===== config.mk =====
export PLATFORM = sky130hd
export DESIGN_NAME = arb_req_buf
export DESIGN_NICKNAME = d
export VERILOG_FILES = /design/src/rtl/arb_req_buf.sv
export SDC_FILE = /design/constraint.sdc
export NUM_CORES = 1
export LEC_CHECK = 0
export ABC_AREA = 1
export ABC_CLOCK_PERIOD_IN_PS = 4600
export CELL_PAD_IN_SITES_DETAIL_PLACEMENT = 1
export CELL_PAD_IN_SITES_GLOBAL_PLACEMENT = 2
export CORE_MARGIN = 8
export CORE_UTILIZATION = 38
export CTS_CLUSTER_DIAMETER = 50
export DETAILED_ROUTE_END_ITERATION = 7
export PLACE_DENSITY_LB_ADDON = 0.1
export SYNTH_ARGS = -nofsm -noshare
export SYNTH_HDL_FRONTEND = slang
export SYNTH_SLANG_ARGS = --single-unit

===== constraint.sdc =====
create_clock -name clk -period 4.6 [get_ports clk]
set_input_delay 0.92 -clock clk [delete_from_list [all_inputs] [get_ports clk]]
set_output_delay 0.92 -clock clk [all_outputs]
set_load 0.03 [all_outputs]

===== src/rtl/arb_req_buf.sv =====
// Request buffer between the core arbiter and the memory write port: an in-order
// FIFO of {addr, data, core index} with a registered write-complete ack.
// Optional same-cycle bypass on an empty buffer is enabled by ARB_REQ_BUF_BYPASS_EN.
module arb_req_buf #(
  parameter int ADDR_WIDTH = 16,
  parameter int DATA_WIDTH = 16,
  parameter int IDX_WIDTH  = 3,
  parameter int DEPTH      = 4
) (
  input  logic                         clk,
  input  logic                         rst_n,
  input  logic                         InVld,
  input  logic [ADDR_WIDTH-1:0]        InAddr,
  input  logic [DATA_WIDTH-1:0]        InDat,
  input  logic [IDX_WIDTH-1:0]         InIdx,
  output logic                         InRdy,
  output logic                         OutVld,
  output logic [ADDR_WIDTH-1:0]        OutAddr,
  output logic [DATA_WIDTH-1:0]        OutDat,
  output logic [IDX_WIDTH-1:0]         OutIdx,
  input  logic                         OutRdy,
  output logic                         AckVld,
  output logic [IDX_WIDTH-1:0]         AckIdx,
  output logic [$clog2(DEPTH):0]       Count
);

  localparam int PW = $clog2(DEPTH);
  localparam int CW = PW + 1;
  localparam logic [CW-1:0] FULL_C = CW'(DEPTH);

  logic [PW-1:0]         wr_ptr_q, wr_ptr_d;
  logic [PW-1:0]         rd_ptr_q, rd_ptr_d;
  logic [CW-1:0]         count_q, count_d;
  logic                  ack_vld_q, ack_vld_d;
  logic [IDX_WIDTH-1:0]  ack_idx_q, ack_idx_d;

  logic [ADDR_WIDTH-1:0] mem_addr [DEPTH];
  logic [DATA_WIDTH-1:0] mem_dat  [DEPTH];
  logic [IDX_WIDTH-1:0]  mem_idx  [DEPTH];

  logic                  empty_s;
  logic                  full_s;
  logic                  push_s;
  logic                  pop_s;
  logic                  xfer_s;

  assign empty_s = (count_q == {CW{1'b0}});
  assign full_s  = (count_q == FULL_C);
  assign InRdy   = !full_s;
  assign pop_s   = !empty_s & OutRdy;
  assign xfer_s  = OutVld & OutRdy;

`ifdef ARB_REQ_BUF_BYPASS_EN
  logic byp_s;

  // An empty buffer forwards the request straight through when memory is ready.
  assign byp_s   = empty_s & InVld & OutRdy;
  assign push_s  = InVld & !full_s & !byp_s;
  assign OutVld  = !empty_s | InVld;
  assign OutAddr = empty_s ? InAddr : mem_addr[rd_ptr_q];
  assign OutDat  = empty_s ? InDat  : mem_dat[rd_ptr_q];
  assign OutIdx  = empty_s ? InIdx  : mem_idx[rd_ptr_q];
`else
  assign push_s  = InVld & !full_s;
  assign OutVld  = !empty_s;
  assign OutAddr = mem_addr[rd_ptr_q];
  assign OutDat  = mem_dat[rd_ptr_q];
  assign OutIdx  = mem_idx[rd_ptr_q];
`endif

  // Pointer and occupancy next state; pointers wrap naturally at DEPTH.
  always_comb begin
    wr_ptr_d = wr_ptr_q;
    rd_ptr_d = rd_ptr_q;
    count_d  = count_q;
    if (push_s) begin
      wr_ptr_d = wr_ptr_q + PW'(1);
    end else begin
      wr_ptr_d = wr_ptr_q;
    end
    if (pop_s) begin
      rd_ptr_d = rd_ptr_q + PW'(1);
    end else begin
      rd_ptr_d = rd_ptr_q;
    end
    case ({push_s, pop_s})
      2'b10:   count_d = count_q + CW'(1);
      2'b01:   count_d = count_q - CW'(1);
      default: count_d = count_q;
    endcase
  end

  // Ack pulses for one cycle after each transfer; the index is held otherwise.
  always_comb begin
    ack_vld_d = 1'b0;
    ack_idx_d = ack_idx_q;
    if (xfer_s) begin
      ack_vld_d = 1'b1;
      ack_idx_d = OutIdx;
    end else begin
      ack_vld_d = 1'b0;
    end
  end

  // Control state with asynchronous clear.
  always_ff @(posedge clk or negedge rst_n) begin
    if (!rst_n) begin
      wr_ptr_q  <= {PW{1'b0}};
      rd_ptr_q  <= {PW{1'b0}};
      count_q   <= {CW{1'b0}};
      ack_vld_q <= 1'b0;
      ack_idx_q <= {IDX_WIDTH{1'b0}};
    end else begin
      wr_ptr_q  <= wr_ptr_d;
      rd_ptr_q  <= rd_ptr_d;
      count_q   <= count_d;
      ack_vld_q <= ack_vld_d;
      ack_idx_q <= ack_idx_d;
    end
  end

  // Entry storage; contents need no reset since occupancy gates visibility.
  always_ff @(posedge clk) begin
    if (push_s) begin
      mem_addr[wr_ptr_q] <= InAddr;
      mem_dat[wr_ptr_q]  <= InDat;
      mem_idx[wr_ptr_q]  <= InIdx;
    end
  end

  assign Count  = count_q;
  assign AckVld = ack_vld_q;
  assign AckIdx = ack_idx_q;

endmodule


==> results.ini, run 1 <==
[synth]
synthTopCellsByArea=edfxtp_1 (73%), o21ai_0 (5.2%), dfrtp_1 (4.8%)
synth_fp_nets=454
ys_seq_area_share_pct=77.4
yosysUniqueCellTypes=24
syn_inst=409
syn-cell-area_sq_mm=0.00578
synth.top_cell.area_share_pct=72.7
synth-seq-cells=151
syn_avg_cell_area_sq_um=14.1
ys_warn_count=0
yosysTopAreaCell=edfxtp_1

[die]
coreArea_sq_mm=0.0150
die_h_um=139
initial_core_util_pct=38.5
die_w_um=139
num_io_pins=83
rows=45
dieArea_sq_mm=0.0194

[clock_network]
h-tree-depth=4
root_buffer=clkbuf_16
post_cts_resize_count=0
clk_latency_ns=0.41
cts_tree=yes
numCtsBuffers=17
post_cts_buffers=0
clockBufferDepth=2
clock_sinks=151
path_clk_slew_ns=0.06
ctsHoldBuffers=0

[worst_setup_path]
path_cells=inv_6, o21ai_0, o22ai_1, clkdlybuf4s50_1
critPathLaunchType=flip-flop
reg2reg_depth=5
path_class=flip-flop to output port
r2r_start=Count[0]$_DFFE_PN0P_
slowest_stage=clkdlybuf4s50_1
reg2reg_to=mem_addr[1][9]$_DFFE_PP_
required_ns=3.68
worstPathArrival_ns=2.93
path_max_fanout=71
end_kind=output port
cp_slowest_stage_delay_ns=0.74
crit_start=rd_ptr_q[0]$_DFFE_PN0P_
r2r_setup_slack_ns=2.47

[cells_and_area]
stdcell_area_sq_mm=0.00736
final_cell_mix=edfxtp_1 (140), clkdlybuf4s50_1 (82), nor2_1 (64)
area_growth_pct=27.3
drive_gt1_share_pct=9.04
final_nets=541
diodes=0
stdcell_count=697
layout_commonest_cell=edfxtp_1

[sta]
setup_viol=0
rsz0062_at_grt=no
max_freq_mhz=260
finalWorstPathRequiredPeriod_ns=3.85
timing.final.crit_share_pct=83.6
tns_ns=0
maxSlewHeadroom_pct=42.2
hold_viol_final=0
fin_hold_ws_ns=0.497
worst_slew_pin_slew_ns=0.868
slew_violations=0
clock_skew_ns=0.00661

[grt]
grt_pass1_vias=3819
antenna_found_initial=0
grt_usage_pct=14.4
grt_max_degree=72
gr-total-overflow=0
grt_pass1_wl_um=21100

[route]
via_per_inst=5.06
ant_nets=0
vias=3530
wl_um=13500
drc=0
first_iter_violations=217
dr.pass1.iters=4
wl_per_cell_um=19.4

[min_path]
hold_path.class=flip-flop to flip-flop
min_from=AckIdx[2]$_DFFE_PN0P_
whs_path_depth=2
min_to=AckIdx[2]$_DFFE_PN0P_

[power_and_ir_drop]
power_uw=5520
leakage_uw=0.00251
peakVddDrop_mv=0.359
powerDensity_mw_per_mm2=751

[placed_design]
place_hpwl_um=8200
placed_cell_area_sq_mm=0.00680
port_buffers=82
dp_cells=665
gp_congestion=0.691

[flow_run]
maxCapViolations=0

[status]
status=complete, no violations

[per-layer routing]
| layer | GRT usage (%) | wire (um) | vias up | share of wire, % |
|---|---|---|---|---|
| li1 | - | - | 1666 | - |
| met1 | 17.4 | 6110 | 1779 | 45 |
| met2 | 23.9 | 6620 | 73 | 49 |
| met3 | 4.24 | 620 | 12 | 4.6 |
| met4 | 5.37 | 163 | 0 | 1.2 |
| met5 | 0 | 0 | - | 0 |
[final cells by class]
class	instances	area, sq um
Clock inverter	14	134
Tap cell	188	235
Clock buffer	18	429
Sequential cell	151	4480
Inverter	15	61.3
Fill cell	1506	7670
Multi-Input combinational cell	221	1140
Timing Repair Buffer	90	881
[through the flow]
step	utilization (%)	worst slack, ns
after CTS	49.0	0.683
final	49.0	0.755
after global placement	45.2	1.18
after floorplan	-	1.66
after global routing	49.0	0.554
after detailed placement	45.2	1.14
[cells by family (layout without fill, tap and decap cells)]
kind of cell               count (synthesis)  in the layout  synth area share (%)
xor gates and xnor gates                   5              5                 0.757
and+or+nand+nor                          111            111                  7.74
AOI/OAI and AO/OA                         99             99                  9.26
buffers and inverters                     37            137                  3.37
adders and majority gates                  6              6                  1.43
DFF                                      151            151                  77.4
[state kept, by name (all words and copies together), names as in the netlist]
name and flops:
mem_addr 64, mem_dat 64, mem_idx 12, AckIdx 3, Count 3, rd_ptr_q 2
wr_ptr_q 2, AckVld 1
[worst max-delay path: cells and delay by family (launching register included)]
kind	cells	cell delay (ns)
buffers and inverters	2	1.31
DFF	1	0.71
AOI/OAI and AO/OA	2	0.46
[synth_stat cells, drive strengths merged]
| master | number |
|---|---|
| xnor2 | 2 |
| inv | 15 |
| and2 | 3 |
| nand3 | 11 |
| buf | 15 |
| fa | 1 |
| edfxtp | 140 |
| nor2 | 69 |
| nand2 | 28 |
| o21ai | 66 |
| clkbuf | 7 |
| xor2 | 3 |
| dfrtp | 11 |
| o22ai | 32 |
| ha | 5 |
| a21oi | 1 |
[report_power, final]
part	internal [uW]	switching [uW]	total [uW]
combinational	789	1460	2250
sequential	1820	149	1970
clock	790	517	1310
[worst max-delay path by stage]
stage                                     to  depth (start not counted)  slack [ns]
global placement                  OutDat[12]                          4        1.18
CTS                               OutDat[12]                          4        0.68
global route                      OutAddr[1]                          4        0.55
finish                            OutDat[12]                          4        0.75
floorplan           mem_addr[0][0]$_DFFE_PP_                          2        1.66
detailed placement                OutAddr[1]                          4        1.14
(Power assumes the default switching activity.)
==> run 2: changes to the inputs <==
--- a/config.mk
+++ b/config.mk
@@ -6,7 +6,7 @@
 export NUM_CORES = 1
 export LEC_CHECK = 0
 export ABC_AREA = 1
-export ABC_CLOCK_PERIOD_IN_PS = 4600
+export ABC_CLOCK_PERIOD_IN_PS = 3850
 export CELL_PAD_IN_SITES_DETAIL_PLACEMENT = 1
 export CELL_PAD_IN_SITES_GLOBAL_PLACEMENT = 2
 export CORE_MARGIN = 8
==> constraint.sdc (replaced) <==
create_clock -name clk -period 3.85 [get_ports clk]
set_input_delay 0.77 -clock clk [delete_from_list [all_inputs] [get_ports clk]]
set_output_delay 0.77 -clock clk [all_outputs]
set_load 0.03 [all_outputs]
==> results.ini, run 2 (synthesis gave the netlist of run 1 again) <==
[clock_network]
clk_latency_ns=0.42  ; about the same
post_cts_buffers=0  ; unchanged
post_cts_resize_count=0  ; unchanged
ctsHoldBuffers=0  ; unchanged
numCtsBuffers=17  ; unchanged
clock_sinks=151  ; unchanged
clockBufferDepth=2  ; unchanged
path_clk_slew_ns=0.06  ; about the same
root_buffer=clkbuf_16
h-tree-depth=4  ; unchanged
cts_tree=yes

[cells_and_area]
final_cell_mix=edfxtp_1 (140), clkdlybuf4s50_1 (82), nor2_1 (64)
final_nets=539  ; -0.37%
stdcell_count=694  ; -0.43%
diodes=0  ; unchanged
top_regs=mem_addr (64), mem_dat (64), mem_idx (12)
drive_gt1_share_pct=8.30  ; -0.74 points
layout_commonest_cell=edfxtp_1
final_core_util_pct=49.4  ; +0.42 points
area_growth_pct=28.4

[die]
initial_core_util_pct=38.5  ; unchanged
rows=45  ; unchanged
die_w_um=139  ; unchanged
die_h_um=139  ; unchanged
num_io_pins=83  ; unchanged
dieArea_sq_mm=0.0194  ; unchanged
coreArea_sq_mm=0.0150  ; unchanged

[grt]
grt_max_degree=72  ; unchanged
grt_pass1_wl_um=21200  ; +0.36%
antenna_found_initial=0  ; unchanged
grt_usage_pct=14.4  ; +0.030 points
grt_use_met3_pct=4.07  ; -0.17 points
grt_util_met2_pct=24.2  ; +0.28 points
grt_pass1_vias=3814  ; -0.13%
grt.busiest_layer=met2
met1_usage_pct=16.9  ; -0.50 points
gr-total-overflow=0  ; unchanged

[worst_setup_path]
worstPathArrival_ns=2.68  ; -0.25 ns
path_cells=inv_6, o21ai_0, o22ai_1, clkdlybuf4s50_1
reg2reg_to=Count[2]$_DFFE_PN0P_
reg2reg_depth=9  ; +4
crit_buf_inv=2  ; unchanged
slowest_stage=clkdlybuf4s50_1
path_class=flip-flop to output port
r2r_start=Count[0]$_DFFE_PN0P_
crit_start=rd_ptr_q[0]$_DFFE_PN0P_
critPathLaunchType=flip-flop
cp_slowest_stage_delay_ns=0.73  ; about the same
crit_family=buffers and inverters
r2r_setup_slack_ns=1.83  ; -0.64 ns
required_ns=3.08  ; -0.60 ns
end_kind=output port
path_max_fanout=71  ; unchanged

[flow_run]
maxCapViolations=0  ; unchanged

[sta]
slew_violations=0  ; unchanged
tns_ns=0  ; unchanged
max_freq_mhz=290
finalWorstPathRequiredPeriod_ns=3.45
setup_viol=0  ; unchanged
maxSlewHeadroom_pct=56.2  ; +14 points
hold_viol_final=0  ; unchanged
worst_slack_ns=0.400  ; -0.354 ns
clock_skew_ns=0.00598  ; -0.000624 ns
rsz0062_at_grt=no
worst_slew_pin_slew_ns=0.657  ; -0.211 ns
timing.final.crit_share_pct=89.6

[placed_design]
port_buffers=82  ; unchanged
dp_slack_ns=0.760  ; -0.377 ns
dp_cells=663  ; -0.30%
gp_congestion=0.681  ; -1.5%
place_hpwl_um=7870  ; -4.0%

[min_path]
min_from=AckIdx[1]$_DFFE_PN0P_
whs_path_depth=2  ; unchanged
hold_path.class=flip-flop to flip-flop
min_to=AckIdx[1]$_DFFE_PN0P_

[power_and_ir_drop]
leakage_uw=0.00254  ; +1.1%
powerDensity_mw_per_mm2=907  ; +21%
peakVddDrop_mv=0.382  ; +6.5%

[route]
wl_per_cell_um=19.3  ; -0.27%
ant_nets=0  ; unchanged
vias=3510  ; -0.57%
drc=0  ; unchanged
dr.pass1.iters=4  ; unchanged
wl_um=13400  ; -0.70%
via_per_inst=5.06  ; -0.14%
first_iter_violations=171  ; -21%

[status]
status=complete, no violations

-- run 2: cell count changes in the layout (fill, tap and decap cells not counted) --
cell / delta
buf_12: +4
clkinv_2: +1
clkinv_4: -1
inv_6: -1
clkbuf_1: +1
clkinvlp_4: -3
buf_4: -6
bufinv_16: +2
-- run 2: stage by stage --
step                      area [sq um]  hold WS [ns]  power, uW
after global routing              7420         0.522       7110
after floorplan                   5780         0.474       4020
after global placement            6830         0.464       5100
final                             7420         0.474       6730
after CTS                         7420         0.482       6860
after detailed placement          6830         0.467       5150
-- run 2: final cells by class --
| class | instances | area (sq um) |
|---|---|---|
| Clock inverter | 12 | 159 |
| Sequential cell | 151 | 4480 |
| Inverter | 15 | 61.3 |
| Timing Repair Buffer | 88 | 916 |
| Tap cell | 188 | 235 |
| Fill cell | 1476 | 7610 |
| Clock buffer | 19 | 433 |
| Multi-Input combinational cell | 221 | 1140 |
-- run 2: worst max path at each step --
| stage | cells after the start | slack (ns) | to |
|---|---|---|---|
| 2_1_floorplan | 4 | 0.96 | mem_addr[0][0]$_DFFE_PP_ |
| 5_1_grt | 4 | 0.17 | OutDat[15] |
| 4_1_cts | 4 | 0.30 | OutAddr[0] |
| 3_5_place_dp | 4 | 0.76 | OutAddr[0] |
| 3_3_place_gp | 4 | 0.81 | OutAddr[0] |
| 6_report | 4 | 0.40 | OutAddr[0] |
-- run 2: worst min-delay path: cells and delay by family, from the launching register on --
kind	cells	cell delay, ns
DFF	1	0.34
and+or+nand+nor	2	0.10
-- run 2: metal layers --
metal	vias to the layer above	share of wire (%)
li1	1663	-
met3	15	5.0
met1	1743	44
met4	0	1.4
met2	89	50
met5	-	0
-- run 2: where the power goes --
group | internal, uW | switching [uW] | leakage [uW]
clock | 1070 | 605 | 0.000291
combinational | 971 | 1760 | 0.000838
sequential | 2170 | 152 | 0.00141
